[src/rtl/forward_select_unit_pkg.sv]
// Shared types for the EX operand forwarding unit: select codes, FSM states,
// in-flight destination tracker entries and the per-source select helper.
package mips_fwd_pkg;

    localparam int                    REG_ADDR_W = 5;
    localparam logic [REG_ADDR_W-1:0] ZERO_REG   = '0;

    typedef enum logic [1:0] {
        FWD_RF  = 2'b00,
        FWD_MEM = 2'b01,
        FWD_WB  = 2'b10,
        FWD_IMM = 2'b11
    } fwd_sel_t;

    typedef enum logic [1:0] {
        RUN     = 2'b00,
        LDSTALL = 2'b01,
        HOLD    = 2'b10
    } fsm_state_t;

    typedef struct packed {
        logic                  valid;
        logic                  reg_write;
        logic                  is_load;
        logic [REG_ADDR_W-1:0] dest;
    } trk_entry_t;

    function automatic logic writes_src(trk_entry_t e, logic [REG_ADDR_W-1:0] src);
        return e.valid && e.reg_write && (e.dest == src) && (src != ZERO_REG);
    endfunction

    // The EX entry becomes MEM on the same edge the consumer enters EX, so it wins over MEM.
    function automatic fwd_sel_t src_sel(logic used, logic [REG_ADDR_W-1:0] src,
                                         trk_entry_t ex_e, trk_entry_t mem_e);
        if (!used)                 return FWD_RF;
        if (writes_src(ex_e, src)) return FWD_MEM;
        if (writes_src(mem_e, src)) return FWD_WB;
        return FWD_RF;
    endfunction

endpackage

[src/rtl/forward_select_unit_if.sv]
// ID-side bundle: decoded source/destination info in, EX mux selects and stall out.
interface forward_select_unit_if;
    import mips_fwd_pkg::*;

    logic                  id_valid;
    logic [REG_ADDR_W-1:0] id_rs;
    logic [REG_ADDR_W-1:0] id_rt;
    logic                  id_uses_rs;
    logic                  id_uses_rt;
    logic                  id_use_imm;
    logic                  id_reg_write;
    logic                  id_is_load;
    logic [REG_ADDR_W-1:0] id_dest;
    logic                  flush;
    logic                  mem_busy;
    fwd_sel_t              fwd_sel_a;
    fwd_sel_t              fwd_sel_b;
    logic                  stall_if_id;
    logic                  ex_bubble;

    modport master (
        output id_valid, id_rs, id_rt, id_uses_rs, id_uses_rt, id_use_imm,
               id_reg_write, id_is_load, id_dest, flush, mem_busy,
        input  fwd_sel_a, fwd_sel_b, stall_if_id, ex_bubble
    );

    modport slave (
        input  id_valid, id_rs, id_rt, id_uses_rs, id_uses_rt, id_use_imm,
               id_reg_write, id_is_load, id_dest, flush, mem_busy,
        output fwd_sel_a, fwd_sel_b, stall_if_id, ex_bubble
    );

endinterface

[src/rtl/forward_select_unit_tracker.sv]
// Three-entry shift register of in-flight destinations (EX, MEM, WB).
// The caller supplies either the ID instruction or an all-zero bubble as ins_i.
module pipe_dest_tracker
    import mips_fwd_pkg::*;
(
    input  logic       clk,
    input  logic       reset,
    input  logic       en_i,
    input  trk_entry_t ins_i,
    output trk_entry_t ex_o,
    output trk_entry_t mem_o,
    output trk_entry_t wb_o
);

    trk_entry_t [2:0] stage_q;

    always_ff @(posedge clk) begin
        if (reset) begin
            stage_q <= '0;
        end else if (en_i) begin
            stage_q <= {stage_q[1], stage_q[0], ins_i};
        end
    end

    assign ex_o  = stage_q[0];
    assign mem_o = stage_q[1];
    assign wb_o  = stage_q[2];

endmodule

[src/rtl/forward_select_unit.sv]
// Forwarding select / load-use stall unit between ID and EX. Selects are
// registered as the ID instruction advances; bubbles carry 00 selects.
module forward_select_unit
    import mips_fwd_pkg::*;
(
    input  logic                 clk,
    input  logic                 reset,
    forward_select_unit_if.slave bus
);

    fsm_state_t state_q, state_d, ret_q, ret_d, eff_state;
    fwd_sel_t   sel_a_q, sel_a_d, sel_b_q, sel_b_d;
    logic       bubble_q, bubble_d;
    trk_entry_t ex_e, mem_e, wb_e, ins;
    logic       freeze, load_use, adv, ld_hit;
    logic       unused_wb;

    pipe_dest_tracker u_trk (
        .clk   (clk),
        .reset (reset),
        .en_i  (!freeze),
        .ins_i (ins),
        .ex_o  (ex_e),
        .mem_o (mem_e),
        .wb_o  (wb_e)
    );

    // WB entry is tracked for completeness but no select code reads it.
    assign unused_wb = ^wb_e;

    // While leaving HOLD the unit behaves as the state HOLD was entered from.
    assign freeze    = bus.mem_busy;
    assign eff_state = (state_q == HOLD) ? ret_q : state_q;

    assign ld_hit = ex_e.valid && ex_e.is_load && (ex_e.dest != ZERO_REG) &&
                    ((bus.id_uses_rs && (ex_e.dest == bus.id_rs)) ||
                     (bus.id_uses_rt && (ex_e.dest == bus.id_rt)));

    assign load_use = bus.id_valid && !bus.flush && ld_hit;
    assign adv      = bus.id_valid && !bus.flush && !load_use;

    always_comb begin
        ins = '0;
        if (adv) begin
            ins.valid     = 1'b1;
            ins.reg_write = bus.id_reg_write;
            ins.is_load   = bus.id_is_load;
            ins.dest      = bus.id_dest;
        end
    end

    always_comb begin
        state_d  = state_q;
        ret_d    = ret_q;
        sel_a_d  = sel_a_q;
        sel_b_d  = sel_b_q;
        bubble_d = bubble_q;
        if (freeze) begin
            state_d = HOLD;
            ret_d   = eff_state;
        end else begin
            bubble_d = !adv;
            sel_a_d  = adv ? src_sel(bus.id_uses_rs, bus.id_rs, ex_e, mem_e) : FWD_RF;
            if (!adv)                sel_b_d = FWD_RF;
            else if (bus.id_use_imm) sel_b_d = FWD_IMM;
            else                     sel_b_d = src_sel(bus.id_uses_rt, bus.id_rt, ex_e, mem_e);
            case (eff_state)
                RUN:     state_d = load_use ? LDSTALL : RUN;
                LDSTALL: state_d = RUN;
                default: state_d = RUN;
            endcase
        end
    end

    always_ff @(posedge clk) begin
        if (reset) begin
            state_q  <= RUN;
            ret_q    <= RUN;
            sel_a_q  <= FWD_RF;
            sel_b_q  <= FWD_RF;
            bubble_q <= 1'b1;
        end else begin
            state_q  <= state_d;
            ret_q    <= ret_d;
            sel_a_q  <= sel_a_d;
            sel_b_q  <= sel_b_d;
            bubble_q <= bubble_d;
        end
    end

    assign bus.fwd_sel_a   = sel_a_q;
    assign bus.fwd_sel_b   = sel_b_q;
    assign bus.ex_bubble   = bubble_q;
    assign bus.stall_if_id = freeze || load_use;

endmodule
[src/flat_wrapper.sv]
// flat-port wrapper written by rule: the top's interface ports become plain ports
module forward_select_unit_flat import mips_fwd_pkg::*;
  (clk, reset, bus_id_valid, bus_id_rs, bus_id_rt, bus_id_uses_rs, bus_id_uses_rt, bus_id_use_imm, bus_id_reg_write, bus_id_is_load, bus_id_dest, bus_flush, bus_mem_busy, bus_fwd_sel_a, bus_fwd_sel_b, bus_stall_if_id, bus_ex_bubble);
  forward_select_unit_if bus_i ();
  input  logic clk;
  input  logic reset;
  input wire logic [$bits(bus_i.id_valid)-1:0] bus_id_valid;
  input wire logic [$bits(bus_i.id_rs)-1:0] bus_id_rs;
  input wire logic [$bits(bus_i.id_rt)-1:0] bus_id_rt;
  input wire logic [$bits(bus_i.id_uses_rs)-1:0] bus_id_uses_rs;
  input wire logic [$bits(bus_i.id_uses_rt)-1:0] bus_id_uses_rt;
  input wire logic [$bits(bus_i.id_use_imm)-1:0] bus_id_use_imm;
  input wire logic [$bits(bus_i.id_reg_write)-1:0] bus_id_reg_write;
  input wire logic [$bits(bus_i.id_is_load)-1:0] bus_id_is_load;
  input wire logic [$bits(bus_i.id_dest)-1:0] bus_id_dest;
  input wire logic [$bits(bus_i.flush)-1:0] bus_flush;
  input wire logic [$bits(bus_i.mem_busy)-1:0] bus_mem_busy;
  output wire logic [$bits(bus_i.fwd_sel_a)-1:0] bus_fwd_sel_a;
  output wire logic [$bits(bus_i.fwd_sel_b)-1:0] bus_fwd_sel_b;
  output wire logic [$bits(bus_i.stall_if_id)-1:0] bus_stall_if_id;
  output wire logic [$bits(bus_i.ex_bubble)-1:0] bus_ex_bubble;
  assign bus_i.id_valid = bus_id_valid;
  assign bus_i.id_rs = bus_id_rs;
  assign bus_i.id_rt = bus_id_rt;
  assign bus_i.id_uses_rs = bus_id_uses_rs;
  assign bus_i.id_uses_rt = bus_id_uses_rt;
  assign bus_i.id_use_imm = bus_id_use_imm;
  assign bus_i.id_reg_write = bus_id_reg_write;
  assign bus_i.id_is_load = bus_id_is_load;
  assign bus_i.id_dest = bus_id_dest;
  assign bus_i.flush = bus_flush;
  assign bus_i.mem_busy = bus_mem_busy;
  assign bus_fwd_sel_a = bus_i.fwd_sel_a;
  assign bus_fwd_sel_b = bus_i.fwd_sel_b;
  assign bus_stall_if_id = bus_i.stall_if_id;
  assign bus_ex_bubble = bus_i.ex_bubble;
  forward_select_unit u_core (.clk(clk), .reset(reset), .bus(bus_i));
endmodule
[config.mk]
export PLATFORM = sky130hd
export DESIGN_NAME = forward_select_unit_flat
export DESIGN_NICKNAME = d
export VERILOG_FILES = /design/src/rtl/forward_select_unit_pkg.sv /design/src/rtl/forward_select_unit_if.sv /design/src/rtl/forward_select_unit_tracker.sv /design/src/rtl/forward_select_unit.sv /design/src/flat_wrapper.sv
export SDC_FILE = /design/constraint.sdc
export NUM_CORES = 1
export LEC_CHECK = 0
export BUFFER_PORTS_ARGS = -buffer_cell sky130_fd_sc_hd__buf_2
export CORE_UTILIZATION = 37
export DETAILED_ROUTE_END_ITERATION = 8
export PLACE_DENSITY = 0.6
export SLEW_MARGIN = 30
export SYNTH_ARGS = -nofsm -noshare
export SYNTH_HDL_FRONTEND = slang
export SYNTH_SLANG_ARGS = --single-unit
export TNS_END_PERCENT = 1
[constraint.sdc]
create_clock -name clk -period 3.83 [get_ports clk]
set_input_delay 0.1915 -clock clk [delete_from_list [all_inputs] [get_ports clk]]
set_output_delay 0.1915 -clock clk [all_outputs]
set_load 0.03 [all_outputs]
==> results_dict.tcl <==
set metrics [dict create \
    status "finished clean" \
    cp.arrival_ns 2.01 \
    post-route-period-util 0.574 \
    n_fill_cell 269 \
    track_usage 0.182 \
    met3_usage 0.0500 \
    holdBufCountCts 0 \
    clk_pin_slew_ns 0.11 \
    maxCapViolCount 0 \
    cts_tree "yes" \
    gr-total-overflow 0 \
    grt_max_degree 14 \
    vias 856 \
    finalSetupViolCount 0 \
    relSlewSlack 0.486 \
    min_period_ns 2.20 \
    clkSinkCount 20 \
    antenna_found_initial 0 \
    post_cts_resized 0 \
    coreArea_um2 2540 \
    required_ns 3.64 \
    busiest_layer "met2" \
    tns_ns 0 \
    rsz0062_at_grt "no" \
    synthesis.area_um2 1020 \
    cp-start-kind "flop" \
    place_ws_ns 1.84 \
    layout-drive-gt1-share 0.291 \
    grt_pass1_vias 848 \
    drt_iter0_drc 19 \
    die_x_um 54.5 \
    final-seq-area_um2 400 \
    worst_slew_pin_slew_ns 0.770 \
    post-cts-setup-buffer-count 0 \
    hold_class "input port to flop" \
    finalPower_mw 0.374 \
    dpl.hpwl_mm 1.89 \
    finClkSkew_ns 0.00683 \
    antenna_left 0 \
    total_leakage_power_nw 0.473 \
    synth_fp_nets 129 \
    ys_seq_area_frac 0.393 \
    port-buffer-count 30 \
    fmax_mhz 455 \
    clock_latency_ns 0.30 \
    synth.avg_cell_area_um2 9.79 \
    gp_congestion 0.814 \
    diodes 0 \
    cts_buffer_depth 2 \
    final_cell_mix "30 x buf_2, 20 x dfxtp_1, 19 x xnor2_1" \
    die_area_um2 2970 \
    die_h_um 54.5 \
    r2r_setup_slack_ns 1.81 \
    htree_levels 1 \
    wl_mm 2.37 \
    multi_input_area_um2 588 \
    setup_slack_ns 1.63 \
    vdd_ir_drop_max_uv 214 \
    cts_made_buffers 3 \
    layout_commonest_cell "buf_2" \
    yosysWarnings 0 \
    met2_usage 0.295 \
    syn_inst 104 \
    io_pins 31 \
    synth-seq-cells 20 \
    hold_viol 0 \
    firstDrtPassIters 4 \
    yosys.cell_types.count 28 \
    drv_slew 0 \
    use_met1 0.244 \
    cp-end-kind "output port" \
    initial_core_util 0.400 \
    viasPerCell 5.22 \
    row_count 18 \
    cp_max_fo 5 \
    grt_pass1_wl_mm 3.73 \
    cts_root_buf "clkbuf_4" \
    crit_type "flop to output port" \
    area_growth_pct 18.1 \
    wire_per_inst_um 14.5 \
    p_per_area_nw_per_um2 311 \
    drc 0 \
    fin_nets 161 \
    post-route-util 0.472 \
]
## where the power goes
group          total, mW  internal [mW]  switching (mW)
Combinational     0.0560         0.0270          0.0290
Sequential         0.217          0.212         0.00480
Clock              0.101         0.0367          0.0646
Total              0.374          0.276          0.0984
## per-layer routing
metal	part of all wire	up-vias
li1	-	440
met1	0.50	393
met4	0.0042	0
met5	0	-
met3	0.053	2
met2	0.45	21
## per-stage QoR
stage | hold slack (ns) | instance area (um2) | std cells
after floorplan | 0.317 | 1020 | 104
after global placement | 0.405 | 1180 | 161
after detailed placement | 0.404 | 1180 | 161
after CTS | 0.0835 | 1200 | 164
after global routing | 0.0852 | 1200 | 164
final | 0.0860 | 1200 | 164
## worst max-delay path, cell delays in order (launching register included)
cell,delay [ns]
dfxtp_1,0.51
xnor2_1,0.16
nand3_1,0.12
nor4_1,0.47
nor2_1,0.09
o21bai_1,0.13
buf_2,0.21
## cell usage after synthesis, drive strengths merged
library cell  number  area (um2)
nand3              4        20.0
inv                1        3.75
xor2               1        8.76
a21o               1        8.76
nand4              4        25.0
nand2b             2        12.5
o21bai             1        7.51
a32o               2        20.0
dlymetal6s2s       1        12.5
dfxtp             20         400
nor2              11        43.8
or4                4        33.8
or3                1        6.26
nor4               5        31.3
nor3               1        10.0
nand2              4        15.0
o31ai              1        12.5
nor2b              1        6.26
o41ai              1        8.76
xnor2             19         166
buf                1        3.75
a22o               8        71.3
a21oi              2        10.0
dlygate4sd3        1        10.0
mux2i              7        70.1
## state kept, by name, indices dropped and copies added, names as in the netlist
name / flops
u_core.u_trk.mem_o: 7
u_core.bus.fwd_sel_a: 2
u_core.u_trk.ex_o: 8
u_core.bus.ex_bubble: 1
u_core.bus.fwd_sel_b: 2
## kinds of logic after synthesis
family                    count (synthesis)  synth area share
DFF                                      20             0.393
buffers and inverters                     4            0.0295
xor gates and xnor gates                 20             0.172
and+or+nand+nor                          37             0.200
AOI/OAI and AO/OA                        16             0.136
muxes                                     7            0.0688
## path summary, 6_finish.rpt
| check | to | startpoint | cells after the start |
|---|---|---|---|
| max reg2reg | u_core.bus.fwd_sel_a[1] | u_core.u_trk.ex_o[2] | 5 |
| max | bus_stall_if_id | u_core.u_trk.ex_o[4] | 6 |
| min | u_core.u_trk.ex_o[4] | bus_id_dest[4] | 2 |
| min reg2reg | u_core.bus.fwd_sel_b[0] | u_core.bus.fwd_sel_b[0] | 2 |
## area by class of cell
type / instances / area share
clock buffer: 3 / 0.0187
inverter: 1 / 0.00312
timing repair buffer: 30 / 0.125
sequential: 20 / 0.333
tap: 30 / 0.0312
multi-input combinational: 80 / 0.489
Note: power is estimated with default switching activity, not from simulation.
